===== src/rtl/monitor_pkg.sv =====
// Shared types and helpers for the debug-monitor selector.
// Holds the FSM state enum, reset constants and packed-bus slice helper.
// No ports; imported by monitor_snapshot and monitor_scanner.
package monitor_pkg;

   typedef enum logic [1:0] {
      MANUAL = 2'd0,
      SCAN   = 2'd1,
      HOLD   = 2'd2
   } mon_state_t;

   // Reset value of every data bit (replicated to DATA_W at the use site).
   localparam logic MON_RST_DATA = 1'b0;

   // LSB position of channel k inside a packed bus of w-bit channels.
   function automatic int ch_slice(input int k, input int w);
      return k * w;
   endfunction

endpackage


===== src/rtl/monitor_snapshot.sv =====
// Snapshot bank: CH_NUM x DATA_W registers loaded together on cap_i.
// Ports: clk/rst, cap_i capture strobe, ch_data_i packed channels,
//        rd_idx_i read index, rd_dat_o combinational read (0 if out of range).
module monitor_snapshot
   import monitor_pkg::*;
#(
   parameter int CH_NUM = 8,
   parameter int DATA_W = 8,
   parameter int SEL_W  = 3
) (
   input  logic                     clk,
   input  logic                     rst,
   input  logic                     cap_i,
   input  logic [CH_NUM*DATA_W-1:0] ch_data_i,
   input  logic [SEL_W-1:0]         rd_idx_i,
   output logic [DATA_W-1:0]        rd_dat_o
);

   logic [DATA_W-1:0] bank_q [CH_NUM];

   always_ff @(posedge clk or posedge rst) begin
      if (rst) begin
         for (int k = 0; k < CH_NUM; k++) begin
            bank_q[k] <= {DATA_W{MON_RST_DATA}};
         end
      end else if (cap_i) begin
         for (int k = 0; k < CH_NUM; k++) begin
            bank_q[k] <= ch_data_i[ch_slice(k, DATA_W) +: DATA_W];
         end
      end
   end

   always_comb begin
      rd_dat_o = {DATA_W{MON_RST_DATA}};
      for (int k = 0; k < CH_NUM; k++) begin
         if (rd_idx_i == SEL_W'(k)) begin
            rd_dat_o = bank_q[k];
         end
      end
   end

endmodule


===== src/rtl/monitor_scanner.sv =====
// Debug-monitor selector: shows one of CH_NUM channels on a registered output,
// with auto-scan, freeze/snapshot and a change-detect strobe. 1-cycle latency.
// Ports: clk, rst (async high), ch_data, chose, scan_en, freeze ->
//        mon_data, mon_ch, mon_valid, changed.
// Build option MONITOR_SCAN_EN: when undefined, auto-scan is removed and
// scan_en / SCAN_DIV are ignored (port list unchanged).
module monitor_scanner
   import monitor_pkg::*;
#(
   parameter int CH_NUM   = 8,
   parameter int DATA_W   = 8,
   parameter int SEL_W    = 3,
   parameter int SCAN_DIV = 16
) (
   input  logic                     clk,
   input  logic                     rst,
   input  logic [CH_NUM*DATA_W-1:0] ch_data,
   input  logic [SEL_W-1:0]         chose,
   input  logic                     scan_en,
   input  logic                     freeze,
   output logic [DATA_W-1:0]        mon_data,
   output logic [SEL_W-1:0]         mon_ch,
   output logic                     mon_valid,
   output logic                     changed
);

   mon_state_t        state_q, state_d;
   logic              freeze_q;
   logic              capture;
   logic              scan_go;
   logic [SEL_W-1:0]  rd_idx;
   logic              in_range;
   logic [DATA_W-1:0] live_dat, snap_dat;
   logic [DATA_W-1:0] mon_data_q, mon_data_d;
   logic [SEL_W-1:0]  mon_ch_q, mon_ch_d;
   logic              mon_valid_q, mon_valid_d;
   logic              changed_q, changed_d;

`ifdef MONITOR_SCAN_EN
   localparam int CNT_W = $clog2(SCAN_DIV);

   logic [SEL_W-1:0] scan_idx_q, scan_idx_d;
   logic [CNT_W-1:0] div_cnt_q, div_cnt_d;

   assign scan_go = scan_en;

   always_comb begin
      scan_idx_d = scan_idx_q;
      div_cnt_d  = div_cnt_q;
      if (state_d == SCAN && state_q != SCAN) begin
         // every entry into SCAN restarts from channel 0
         scan_idx_d = '0;
         div_cnt_d  = '0;
      end else if (state_q == SCAN) begin
         if (div_cnt_q == CNT_W'(SCAN_DIV - 1)) begin
            div_cnt_d  = '0;
            scan_idx_d = (scan_idx_q == SEL_W'(CH_NUM - 1)) ? '0 : scan_idx_q + 1'b1;
         end else begin
            div_cnt_d = div_cnt_q + 1'b1;
         end
      end
   end

   always_ff @(posedge clk or posedge rst) begin
      if (rst) begin
         scan_idx_q <= '0;
         div_cnt_q  <= '0;
      end else begin
         scan_idx_q <= scan_idx_d;
         div_cnt_q  <= div_cnt_d;
      end
   end

   assign rd_idx = (state_q == SCAN) ? scan_idx_q : chose;
`else
   logic unused_cfg;
   assign unused_cfg = scan_en ^ (SCAN_DIV == 0);
   assign scan_go    = 1'b0;
   assign rd_idx     = chose;
`endif

   // Freeze rising edge beats everything, including a simultaneous scan_en.
   always_comb begin
      state_d = state_q;
      capture = freeze & ~freeze_q;
      if (capture) begin
         state_d = HOLD;
      end else begin
         case (state_q)
            MANUAL:  if (scan_go)  state_d = SCAN;
            SCAN:    if (!scan_go) state_d = MANUAL;
            HOLD:    if (!freeze)  state_d = scan_go ? SCAN : MANUAL;
            default: state_d = MANUAL;
         endcase
      end
   end

   monitor_snapshot #(
      .CH_NUM (CH_NUM),
      .DATA_W (DATA_W),
      .SEL_W  (SEL_W)
   ) u_snap (
      .clk       (clk),
      .rst       (rst),
      .cap_i     (capture),
      .ch_data_i (ch_data),
      .rd_idx_i  (rd_idx),
      .rd_dat_o  (snap_dat)
   );

   always_comb begin
      live_dat = {DATA_W{MON_RST_DATA}};
      for (int k = 0; k < CH_NUM; k++) begin
         if (rd_idx == SEL_W'(k)) begin
            live_dat = ch_data[ch_slice(k, DATA_W) +: DATA_W];
         end
      end
   end

   assign in_range = (int'(rd_idx) < CH_NUM);

   always_comb begin
      mon_ch_d    = rd_idx;
      mon_valid_d = in_range;
      mon_data_d  = {DATA_W{MON_RST_DATA}};
      if (in_range) begin
         mon_data_d = (state_q == HOLD) ? snap_dat : live_dat;
      end
      // Previous output must be valid too, which keeps the first cycle after
      // reset quiet; a frozen display is never reported as a change.
      changed_d = mon_valid_q & mon_valid_d & (mon_ch_d == mon_ch_q) &
                  (mon_data_d != mon_data_q) & (state_q != HOLD);
   end

   always_ff @(posedge clk or posedge rst) begin
      if (rst) begin
         state_q     <= MANUAL;
         freeze_q    <= 1'b0;
         mon_data_q  <= {DATA_W{MON_RST_DATA}};
         mon_ch_q    <= '0;
         mon_valid_q <= 1'b0;
         changed_q   <= 1'b0;
      end else begin
         state_q     <= state_d;
         freeze_q    <= freeze;
         mon_data_q  <= mon_data_d;
         mon_ch_q    <= mon_ch_d;
         mon_valid_q <= mon_valid_d;
         changed_q   <= changed_d;
      end
   end

   assign mon_data  = mon_data_q;
   assign mon_ch    = mon_ch_q;
   assign mon_valid = mon_valid_q;
   assign changed   = changed_q;

endmodule


===== config.mk =====
export PLATFORM = sky130hd
export DESIGN_NAME = monitor_scanner
export DESIGN_NICKNAME = d
export VERILOG_FILES = /design/src/rtl/monitor_pkg.sv /design/src/rtl/monitor_snapshot.sv /design/src/rtl/monitor_scanner.sv
export SDC_FILE = /design/constraint.sdc
export NUM_CORES = 1
export LEC_CHECK = 0
export ABC_AREA = 1
export CAP_MARGIN = 20
export CORE_ASPECT_RATIO = 1.75
export CORE_MARGIN = 3
export CORE_UTILIZATION = 25
export DETAILED_ROUTE_END_ITERATION = 6
export PLACE_DENSITY = 0.42
export SLEW_MARGIN = 20
export SYNTH_ARGS = -nofsm -noshare
export SYNTH_HDL_FRONTEND = slang
export SYNTH_SLANG_ARGS = --single-unit
export TNS_END_PERCENT = 10

===== constraint.sdc =====
create_clock -name clk -period 6.2 [get_ports clk]
set_input_delay 0.62 -clock clk [delete_from_list [all_inputs] [get_ports clk]]
set_output_delay 0.62 -clock clk [all_outputs]
set_load 0.05 [all_outputs]

==> results.py <==
metrics = {
    "outcome": {
        "status": "completed",
    },
    "global_route": {
        "grt_use_total_pct": 13.48,
        "grt_antenna_before_repair": 0,
        "grt_overflow": 0,
        "grt_start_max_net_pins": 85,
        "grt_pass1_wl_mm": 19.40,
        "number_of_global_route_vias_before_repair": 3523,
    },
    "detailed_routing": {
        "route.detailed.drc": 0,
        "drt_wl_total_mm": 12.16,
        "ant_nets": 0,
        "wl_met2_mm": 6.459,
        "total_length_of_routed_met3_wires_um": 449,
        "vias": 3551,
        "drt-vias-per-instance": 4.461,
        "dr.pass1.iters": 4,
        "detail_route.iter0.violations": 154,
        "wl_met1_mm": 5.049,
        "maxUsedRoutingLayer": "met4",
        "wl_per_cell_um": 15.27,
    },
    "logic_synthesis": {
        "post_synth_instance_area_mm2": 0.004220,
        "synth.mux.area_fraction_pct": 11.74,
        "synth_compound_area_share_pct": 5.752,
        "synth-edff-count": 0,
        "top_cells_by_count_synth": "nand2_1, dfrtp_1, inv_1",
        "synth_xor_xnor_area_share_pct": 0,
        "synth.most_common_cell": "nand2_1",
        "syn-instance-count": 495,
        "average_cell_area_after_synthesis_um2": 8.526,
        "synth_adder_area_share_pct": 0,
        "synthDominantAreaCellType": "dfrtp_1",
        "synth_top_family_by_area": "simple AND/OR/NAND/NOR gates",
        "yosys.cell_types.count": 31,
        "synth-warning-count": 0,
        "syn-num-nets": 566,
        "synthTopCellsByArea": "dfrtp_1, nand2_1, mux2_2",
        "share_of_synthesized_cell_area_in_and_or_nand_and_nor_gates_pct": 27.84,
        "synthArstFlopShare_pct": 100.0,
        "ys_dominant_reg_cell": "dfrtp_1",
        "number_of_synthesized_register_bits": 79,
        "share_of_the_yosys_chip_area_belonging_to_registers_pct": 46.84,
        "post-synth-top-area-fraction_pct": 46.84,
    },
    "floorplanning": {
        "die_y_um": 177.9,
        "rows": 62,
        "fp.dieW_um": 104.2,
        "floorplan.initialDensity_pct": 25.54,
        "fp.coreArea_mm2": 0.01652,
        "dieArea_mm2": 0.01854,
        "io-pin-count": 84,
    },
    "timing": {
        "finalHoldViolations": 0,
        "slew-limit-headroom_pct": 34.18,
        "rsz0062_at_grt": "false",
        "timing.final.crit_period_ps": 3291,
        "worst_pin_slew_ps": 987.3,
        "timing.final.max_slew_violations": 0,
        "post-route-worst-setup-slack_ps": 2909,
        "skew_ps": 6.614,
        "fin_hold_ws_ps": 431.1,
        "setup_viols_final": 0,
        "timing.final.crit_share_pct": 53.07,
        "achievable-frequency_mhz": 303.9,
        "totalNegativeSetupSlack_ps": 0,
    },
    "placement": {
        "place_congestion": 0.7873,
        "placed_cell_area_mm2": 0.005215,
        "dp_slack_ps": 2462,
        "hpwl_mm": 8.948,
        "buffer_ports.inserted": 82,
    },
    "clock_tree": {
        "cts_max_path_buffers": 2,
        "clkSinkCount": 79,
        "cts_tree": "yes",
        "insertion_delay_ps": 330,
        "cts_setup_buffers": 0,
        "clkSlewWorstSetupHoldPaths_ps": 60,
        "cts-resized-gates": 0,
        "root_buffer": "clkbuf_16",
        "holdBufCountCts": 0,
        "cts-buffers-inserted": 9,
        "htree_num_levels": 3,
    },
    "finish": {
        "final_core_util_pct": 33.55,
        "drive_above_1_share_pct": 13.99,
        "design.final.nets": 638,
        "flow.area_growth_from_synthesis_pct": 31.37,
        "final_design_area_no_fill_mm2": 0.005544,
        "diode_insertion_count_for_antenna_repair": 0,
    },
    "critical_path": {
        "critPathTopFamily": "simple AND/OR/NAND/NOR gates",
        "critPathMaxStageDelay_ps": 640,
        "timing_worst_setup_path_type": "input pin to flop",
        "critical_path.n_buffers_inverters": 3,
        "crit_path_top_delay_cell": "clkdlybuf4s50_1",
        "endpoint_kind": "flop",
        "critical-path-top-cell-by-count": "nand2_1",
        "path_max_fanout": 37,
        "critical_path_arrival_ps": 3520,
        "worstPathRequired_ps": 6430,
        "path_cells": "clkdlybuf4s50_1 > inv_2 > nand2_1 > or2_1 > nand2_1 > nand4_1 > nand2_1 > nand2_1 > nand2_1 > nand2_1 > nand2_1 > nand2_1 > inv_1 > nand2_1 > nor2_1 > nor2_1",
        "startpoint_type": "input pin",
    },
    "worst_hold_path": {
        "timing.hold.worst.class": "flop to flop",
    },
    "flow_run": {
        "max_cap_violations": 0,
    },
    "power": {
        "power.leakage_nw": 2.470,
        "max-vdd-ir-drop_mv": 0.1145,
        "power_density_of_the_placed_cells_mw_per_mm2": 271.9,
    },
}
-- flip-flops by register name (all words and copies together) (netlist names) --
name / count
u_snap.bank_q: 64
mon_data: 8
mon_ch: 3
changed: 1
freeze_q: 1
mon_valid: 1
state_q: 1
-- metrics by stage --
| step | power (mW) | instances |
|---|---|---|
| after floorplan | 0.8186 | 495 |
| final | 1.508 | 796 |
| after global routing | 1.594 | 796 |
| after detailed placement | 0.9427 | 780 |
| after CTS | 1.535 | 796 |
| after global placement | 0.9353 | 780 |
-- metal layers --
| metal | up-vias | global-route usage [%] |
|---|---|---|
| met4 | 0 | 4.603 |
| met5 | - | 0 |
| met3 | 11 | 2.439 |
| met2 | 78 | 24.02 |
| met1 | 1683 | 16.30 |
| li1 | 1779 | - |
-- power by group --
part	internal, mW	switching (mW)
clock	0.374	0.205
combinational	0.136	0.169
sequential	0.585	0.0371
-- final cells by class --
cell class | count | area (um^2)
clock buffers | 13 | 260.3
well taps | 224 | 280.3
repair buffers | 85 | 847.1
clock inverters | 3 | 65.06
flip-flops and latches | 79 | 1977
multi-input cells | 341 | 1917
inverters | 51 | 197.7
fillers | 1761 | 10980
-- logic make-up after synthesis --
kind of cell,Yosys count
muxes,44
buffers and inverters,75
other,1
AOI/OAI and AO/OA,47
and+or+nand+nor,249
DFF,79
-- final timing paths --
kind	startpoint	endpoint	slack (ps)	cells past startpoint
max in group asynchronous	rst	u_snap.bank_q[63]	4850	3
worst max-delay path	chose[2]	changed	2910	16
worst min-delay path	freeze_q	state_q[1]	430	1
worst min register to register	freeze_q	state_q[1]	430	1
min in group asynchronous	rst	u_snap.bank_q[54]	800	3
worst max register to register	state_q[1]	changed	4160	9
-- cells in the final DEF, fill, tap and decap left out, drive strengths merged, types with 6 or more instances in the layout --
| cell type | netlist | layout |
|---|---|---|
| a21oi | 23 | 23 |
| nor2 | 30 | 30 |
| mux2 | 44 | 44 |
| nand2 | 133 | 133 |
| nand4 | 34 | 34 |
| o21ai | 21 | 21 |
| clkbuf | 8 | 13 |
| inv | 50 | 49 |
| clkdlybuf4s50 | 0 | 82 |
| dfrtp | 79 | 79 |
| nand3 | 34 | 34 |
| nand3b | 6 | 6 |
| or2 | 9 | 9 |
Power figures use the tool's default switching activity.
